**config.mk**
```make
export PLATFORM = sky130hd
export DESIGN_NAME = ips_dbc_capture_ctrl_v1_1
export DESIGN_NICKNAME = d
export VERILOG_FILES = /design/src/rtl/ips_dbc_capture_ctrl_v1_1.sv
export SDC_FILE = /design/constraint.sdc
export NUM_CORES = 1
export LEC_CHECK = 0
export CELL_PAD_IN_SITES_DETAIL_PLACEMENT = 0
export CELL_PAD_IN_SITES_GLOBAL_PLACEMENT = 1
export CORE_MARGIN = 2
export CORE_UTILIZATION = 43
export DETAILED_ROUTE_END_ITERATION = 10
export PLACE_DENSITY = 0.87
export SYNTH_ARGS = -nofsm -noshare
export SYNTH_HDL_FRONTEND = slang
export SYNTH_SLANG_ARGS = --single-unit
```
**constraint.sdc**
```tcl
create_clock -name clk -period 7.8 [get_ports clk]
set_input_delay 2.34 -clock clk [delete_from_list [all_inputs] [get_ports clk]]
set_output_delay 2.34 -clock clk [all_outputs]
set_load 0.03 [all_outputs]
```
**src/rtl/ips_dbc_capture_ctrl_v1_1.sv**
```systemverilog
// Capture write controller for the debug core.
// Drives the capture memory write port as a circular buffer with a
// programmable pre-trigger depth. Records the trigger address and the
// oldest-sample address. Holds the captured data until the host re-arms.
module ips_dbc_capture_ctrl_v1_1 #(
  parameter int DATA_DEPTH = 9,
  parameter int DATA_WIDTH = 8
) (
  input  logic                  clk,
  input  logic                  rst,
  input  logic                  arm,
  input  logic                  abort,
  input  logic [DATA_DEPTH-1:0] pre_len,
  input  logic                  sample_en,
  input  logic                  trig,
  input  logic [DATA_WIDTH-1:0] din,
  output logic                  wren,
  output logic [DATA_DEPTH-1:0] wraddress,
  output logic [DATA_WIDTH-1:0] data,
  output logic                  busy,
  output logic                  triggered,
  output logic                  done,
  output logic [DATA_DEPTH-1:0] trig_addr,
  output logic [DATA_DEPTH-1:0] start_addr
);

  localparam logic [DATA_DEPTH-1:0] ONE_C  = DATA_DEPTH'(1);
  localparam logic [DATA_DEPTH-1:0] ZERO_C = DATA_DEPTH'(0);
  localparam logic [DATA_DEPTH-1:0] ALL1_C = {DATA_DEPTH{1'b1}};

  typedef enum logic [2:0] {
    S_IDLE = 3'd0,
    S_PRE  = 3'd1,
    S_WAIT = 3'd2,
    S_POST = 3'd3,
    S_DONE = 3'd4
  } state_t;

  state_t                state_q, state_d;
  logic [DATA_DEPTH-1:0] addr_q, addr_d;
  logic [DATA_DEPTH-1:0] cnt_q, cnt_d;
  logic [DATA_DEPTH-1:0] pre_q, pre_d;
  logic [DATA_DEPTH-1:0] post_cnt_q, post_cnt_d;
  logic                  wren_q, wren_d;
  logic [DATA_DEPTH-1:0] wraddress_q, wraddress_d;
  logic [DATA_WIDTH-1:0] data_q, data_d;
  logic                  busy_q, busy_d;
  logic                  triggered_q, triggered_d;
  logic                  done_q, done_d;
  logic [DATA_DEPTH-1:0] trig_addr_q, trig_addr_d;
  logic [DATA_DEPTH-1:0] start_addr_q, start_addr_d;
  logic                  write_s;
  logic [DATA_DEPTH-1:0] post_len_s;

  // Samples still to be stored after the trigger sample: N-1-pre.
  assign post_len_s = ALL1_C - pre_q;

  // Next-state, write-path and status computation; abort overrides everything.
  always_comb begin
    state_d      = state_q;
    addr_d       = addr_q;
    cnt_d        = cnt_q;
    pre_d        = pre_q;
    post_cnt_d   = post_cnt_q;
    wren_d       = 1'b0;
    wraddress_d  = wraddress_q;
    data_d       = data_q;
    triggered_d  = triggered_q;
    trig_addr_d  = trig_addr_q;
    start_addr_d = start_addr_q;
    write_s      = 1'b0;

    if (abort) begin
      state_d     = S_IDLE;
      triggered_d = 1'b0;
    end else begin
      case (state_q)
        S_IDLE, S_DONE: begin
          if (arm) begin
            addr_d      = ZERO_C;
            cnt_d       = ZERO_C;
            pre_d       = pre_len;
            triggered_d = 1'b0;
            state_d     = (pre_len == ZERO_C) ? S_WAIT : S_PRE;
          end else begin
            state_d = state_q;
          end
        end
        S_PRE: begin
          // trig is deliberately ignored until the pre-trigger window is full
          if (sample_en) begin
            write_s = 1'b1;
            cnt_d   = cnt_q + ONE_C;
            if (cnt_d == pre_q) begin
              state_d = S_WAIT;
            end else begin
              state_d = S_PRE;
            end
          end else begin
            state_d = S_PRE;
          end
        end
        S_WAIT: begin
          if (sample_en) begin
            write_s = 1'b1;
            if (trig) begin
              trig_addr_d = addr_q;
              triggered_d = 1'b1;
              post_cnt_d  = post_len_s;
              state_d     = (post_len_s == ZERO_C) ? S_DONE : S_POST;
            end else begin
              state_d = S_WAIT;
            end
          end else begin
            state_d = S_WAIT;
          end
        end
        S_POST: begin
          if (sample_en) begin
            write_s    = 1'b1;
            post_cnt_d = post_cnt_q - ONE_C;
            if (post_cnt_q == ONE_C) begin
              state_d = S_DONE;
            end else begin
              state_d = S_POST;
            end
          end else begin
            state_d = S_POST;
          end
        end
        default: begin
          state_d = S_IDLE;
        end
      endcase

      if (write_s) begin
        wren_d      = 1'b1;
        wraddress_d = addr_q;
        data_d      = din;
        addr_d      = addr_q + ONE_C;
      end else begin
        wren_d = 1'b0;
      end

      // Oldest sample is pre samples behind the trigger, modulo the buffer size
      if ((state_d == S_DONE) && (state_q != S_DONE)) begin
        start_addr_d = trig_addr_d - pre_q;
      end else begin
        start_addr_d = start_addr_q;
      end
    end

    busy_d = (state_d == S_PRE) || (state_d == S_WAIT) || (state_d == S_POST);
    done_d = (state_d == S_DONE);
  end

  // State and registered outputs with synchronous reset.
  always_ff @(posedge clk) begin
    if (rst) begin
      state_q      <= S_IDLE;
      addr_q       <= '0;
      cnt_q        <= '0;
      pre_q        <= '0;
      post_cnt_q   <= '0;
      wren_q       <= 1'b0;
      wraddress_q  <= '0;
      data_q       <= '0;
      busy_q       <= 1'b0;
      triggered_q  <= 1'b0;
      done_q       <= 1'b0;
      trig_addr_q  <= '0;
      start_addr_q <= '0;
    end else begin
      state_q      <= state_d;
      addr_q       <= addr_d;
      cnt_q        <= cnt_d;
      pre_q        <= pre_d;
      post_cnt_q   <= post_cnt_d;
      wren_q       <= wren_d;
      wraddress_q  <= wraddress_d;
      data_q       <= data_d;
      busy_q       <= busy_d;
      triggered_q  <= triggered_d;
      done_q       <= done_d;
      trig_addr_q  <= trig_addr_d;
      start_addr_q <= start_addr_d;
    end
  end

  assign wren       = wren_q;
  assign wraddress  = wraddress_q;
  assign data       = data_q;
  assign busy       = busy_q;
  assign triggered  = triggered_q;
  assign done       = done_q;
  assign trig_addr  = trig_addr_q;
  assign start_addr = start_addr_q;

endmodule
```
Word-level counts from Yosys, hierarchy flattened
Cells that the tools add are included.
{ "word_totals": {"ff_bits": 78, "output_inout_bits": 39, "elab_cells": 90} }
{ "op_classes": {"add_sub_neg": 5, "n_eq_ne": 17, "mux": 33, "bitwise": 1, "reduce_logical": 21} }
{ "op_table": {"columns": ["operator", "n"], "rows": [
  ["2-to-1 mux 9 bit", 11],
  ["one-hot mux 9 bit (2 select lines)", 2],
  ["2-to-1 mux 3 bit", 9],
  ["adder 9 x 1 -> 9 bit (second input constant)", 2],
  ["zero test 9 bit", 2],
  ["equality test 3 x 2 -> 1 bit (second input constant)", 4],
  ["one-hot mux 3 bit (4 select lines)", 1],
  ["!= test 2 bit (second input constant)", 5],
  ["nonzero test 2 bit", 5],
  ["equality test 3 bit (second input constant)", 3],
  ["equality test 9 x 1 -> 1 bit (second input constant)", 1],
  ["equality test 9 bit", 1],
  ["subtractor 9 x 1 -> 9 bit (second input constant)", 1],
  ["subtractor 9 bit", 1],
  ["subtractor 9 bit (first input constant)", 1],
  ["AND reduction 4 bit", 2],
  ["2-to-1 mux 1 bit", 7],
  ["equality test 3 x 1 -> 1 bit (second input constant)", 2],
  ["AND reduction 3 bit", 2],
  ["AND reduction 5 bit", 1],
  ["2-to-1 mux 2 bit", 2],
  ["AND reduction 2 bit", 2],
  ["OR reduction 2 bit", 2],
  ["zero test 3 bit", 1],
  ["other kinds (6)", 7]
]} }

Longest topological paths before layout
{ "logic_depth": {"word_depth": 11, "depth_mapped": 13, "ltp_nobuf": 11} }

Worst setup path after synthesis
OpenSTA, ideal clock, no wires.
{ "synth_path": {"path_kind": "in2reg", "from": "input sample_en", "to": "register start_addr_q[7] (netlist: start_addr[7])", "setup_time_ps": 87, "arrival_ps": 4791, "path_slack_ps": 2922, "path_stages": 13, "path_buffers": 2, "cell_sequence": "clkbuf_1 nand2_1 nor2_4 buf_4 mux2i_1 inv_1 ha_1 nor2b_1 o31a_1 o31a_1 o22ai_1 mux2_2 o31ai_1"} }
{ "synth_between": {"elab_chain_cells": 6, "word_cells_on_any_way": 12} }
{ "synth_lines": {"columns": ["element", "line", "rtl"], "rows": [
  ["from (decl)", "14", "input logic sample_en,"],
  ["parallel branches: the longest is 6 deep, another holds subtractor 9 bit", null, null],
  ["to (signal assigned)", "186", "start_addr_q <= start_addr_d;"],
  ["to (decl)", "51", "logic [DATA_DEPTH-1:0] start_addr_q, start_addr_d;"]
]} }
Parallel ways; which one is timed is not known. The select of a mux whose other input is x is not followed.
A chain may end at the register's enable or synchronous reset.

Final worst setup path
Same ends and word-level chain as after synthesis.

==> impl_metrics.ini <==
[timing]
fin_crit_ns = 5.20
slew_headroom_pct = 39.6
drv_slew = 0
max_slew.worst_pin.slew_ns = 0.903
finClkSkew_ns = 0.00993
finalCritPeriodShare_pct = 66.6
rsz0062_at_grt = false
setup_viol = 0
setup_tns_ns = 0
hold_viol = 0
setup_slack_ns = 2.60
timing.fmax_mhz = 192

[die]
die_w_um = 101
pin_count = 62
rows = 35
fp.dieH_um = 101
core_area_sq_um = 9200
initial_utilization_pct = 44.1
fp.dieArea_sq_um = 10200

[detailed_routing]
wl_mm = 10.6
drt_pre_antenna_iters = 5
drc = 0
drt-initial-drc-count = 183
vias = 3667
wl_per_cell_um = 15.9
ant_nets = 0
vias_per_cell = 5.52

[clock_network]
clock_latency_ns = 0.36
clockBufferDepth = 2
clkTransAtPathRegs_ns = 0.09
clockRootBuffer = clkbuf_8
cts_buffers = 9
h-tree-depth = 3
cts-resized-gates = 0
cts_tree = done
postCtsSetupBuffers = 0
cts.sinks = 78
holdBufCountCts = 0

[hold_path]
hp-start = data[5]
hp-class = reg -> reg
worst_hold_path.num_cells = 2

[finish]
multi_input_area_sq_um = 2310
nNetsFinal = 584
diodes = 0
drive_gt1_share_pct = 7.59
regArea_sq_um = 1560
syn2layout_area_growth_pct = 20.8
fillCellCount = 876

[pwr]
power_density_nw_per_um2 = 173
power.leakage_nw = 1.73
ir_worst_vdd_uv = 111

[global_routing]
grt_pass1_wl_mm = 17.3
first_global_vias = 3512
grt_max_degree = 72
antenna_found_initial = 0
grt_use_total_pct = 21.6
grt.overflow.total = 0

[job]
cap_viol_max_count = 0

[synth]
ys_seq_area_share_pct = 38.5
avgSynthCellArea_sq_um = 8.07
synth_cells = 502
synth_edf_count = 0
synth_most_common_cell = dfxtp_1
synthArstFlopShare_pct = 0
yosysTopAreaCellShare_pct = 38.5
synth_fp_nets = 538
synth_area_sq_um = 4050
synthXorXnorAreaFrac_pct = 5.59
muxShareOfSynthArea_pct = 4.17
yosys_warnings = 0
synth-simple-area-share_pct = 26.4
synthTopCellsByCount = dfxtp_1, nand2_1, nor2_1
synth_adder_area_share_pct = 4.20
synth_top_family_by_area = simple AND/OR/NAND/NOR gates
synth-compound-area-share_pct = 16.7
ys_ff_latch = 78
synth_cell_types = 62
synth_ff_type = dfxtp_1
synth_area_leader_cell = dfxtp_1
synth.top_cells.by_area = dfxtp_1, nand2_1, a21oi_1

[critical_path]
worst-r2r-cell-count = 11
cp_data_arrival_time_ns = 5.48
crit_path_start = sample_en
rr_startpoint = state_q[1]
crit_type = in -> reg
start_kind = primary input
worstPathMaxFanout = 12
worstPathRequired_ns = 8.08
crit_path_end_kind = flip-flop

[place]
portBuffers = 61
place_ws_ns = 2.25
place.gp.congestion = 0.855
hpwl_mm = 7.43

[status]
status = finished, final reports clean
==> area by class of cell <==
type                    count  share of cell area, %
clock inverters             7                   1.97
repair buffers             63                   12.7
inverters                  12                  0.920
clock buffers               9                   2.53
flip-flops and latches     78                   31.9
multi-input cells         384                   47.2
well taps                 111                   2.84
==> metal layers <==
metal / global-route usage, % / vias to the layer above / part of all wire, %
met2: 35.4 / 94 / 48
met3: 4.44 / 16 / 5.1
li1: - / 1840 / -
met4: 6.34 / 0 / 1.7
met5: 0 / - / 0
met1: 28.7 / 1717 / 45
==> worst paths after layout <==
check	slack, ns	to
setup / recovery	2.60	start_addr[7]
hold / removal	0.46	data[5]
hold reg to reg	0.46	data[5]
setup reg to reg	4.42	start_addr[7]
==> critical path, cell delays in order <==
cell and delay, ns:
clkdlybuf4s50_1 0.63, nand2_1 0.18, nor2_4 0.35, mux2i_1 0.39, inv_1 0.08, ha_1 0.27
nor2b_1 0.15, o31a_1 0.27, o31a_1 0.26, o22ai_1 0.15, mux2_2 0.35, o31ai_1 0.06
==> state kept, by name, indices dropped and copies added, names as in the netlist, 3 cells and up <==
signal / cells
addr_q: 9
data: 8
trig_addr: 9
post_cnt_q: 9
wraddress: 9
pre_q: 9
state_q: 3
cnt_q: 9
start_addr: 9
==> cell usage in the layout, fill, tap and decap left out, drive strengths merged, types with 9 or more instances in the layout <==
cell type	count
dfxtp	78
nand2	77
clkdlybuf4s50	60
nor2	57
a21oi	49
nor3	26
o21ai	19
nand3	16
xnor2	14
inv	13
ha	12
xor2	11
mux2i	9
clkbuf	9
==> logic make-up (layout without fill, tap and decap cells) <==
family / Yosys count / in the layout
fa+ha+maj: 13 / 13
compound gates: 105 / 105
flops: 78 / 78
simple gates: 225 / 225
xor+xnor: 25 / 25
mux: 16 / 16
buf+inv: 40 / 91
==> through the flow <==
stage	std cells	util, %	total power (W)	cell area (sq um)	hold slack [ns]
2_1_floorplan	502	-	0.000484	4050	0.455
3_3_place_gp	648	50.8	0.000517	4680	0.444
3_5_place_dp	648	50.8	0.000518	4680	0.449
5_1_grt	664	53.2	0.000882	4900	0.489
6_report	664	53.2	0.000849	4900	0.457
4_1_cts	664	53.2	0.000854	4900	0.462
==> where the power goes <==
group          total [W]  internal, W  switching [W]
logic          0.0000970    0.0000435      0.0000535
clock network   0.000340     0.000181       0.000159
registers       0.000412     0.000403     0.00000883
Power figures use the tool's default switching activity.
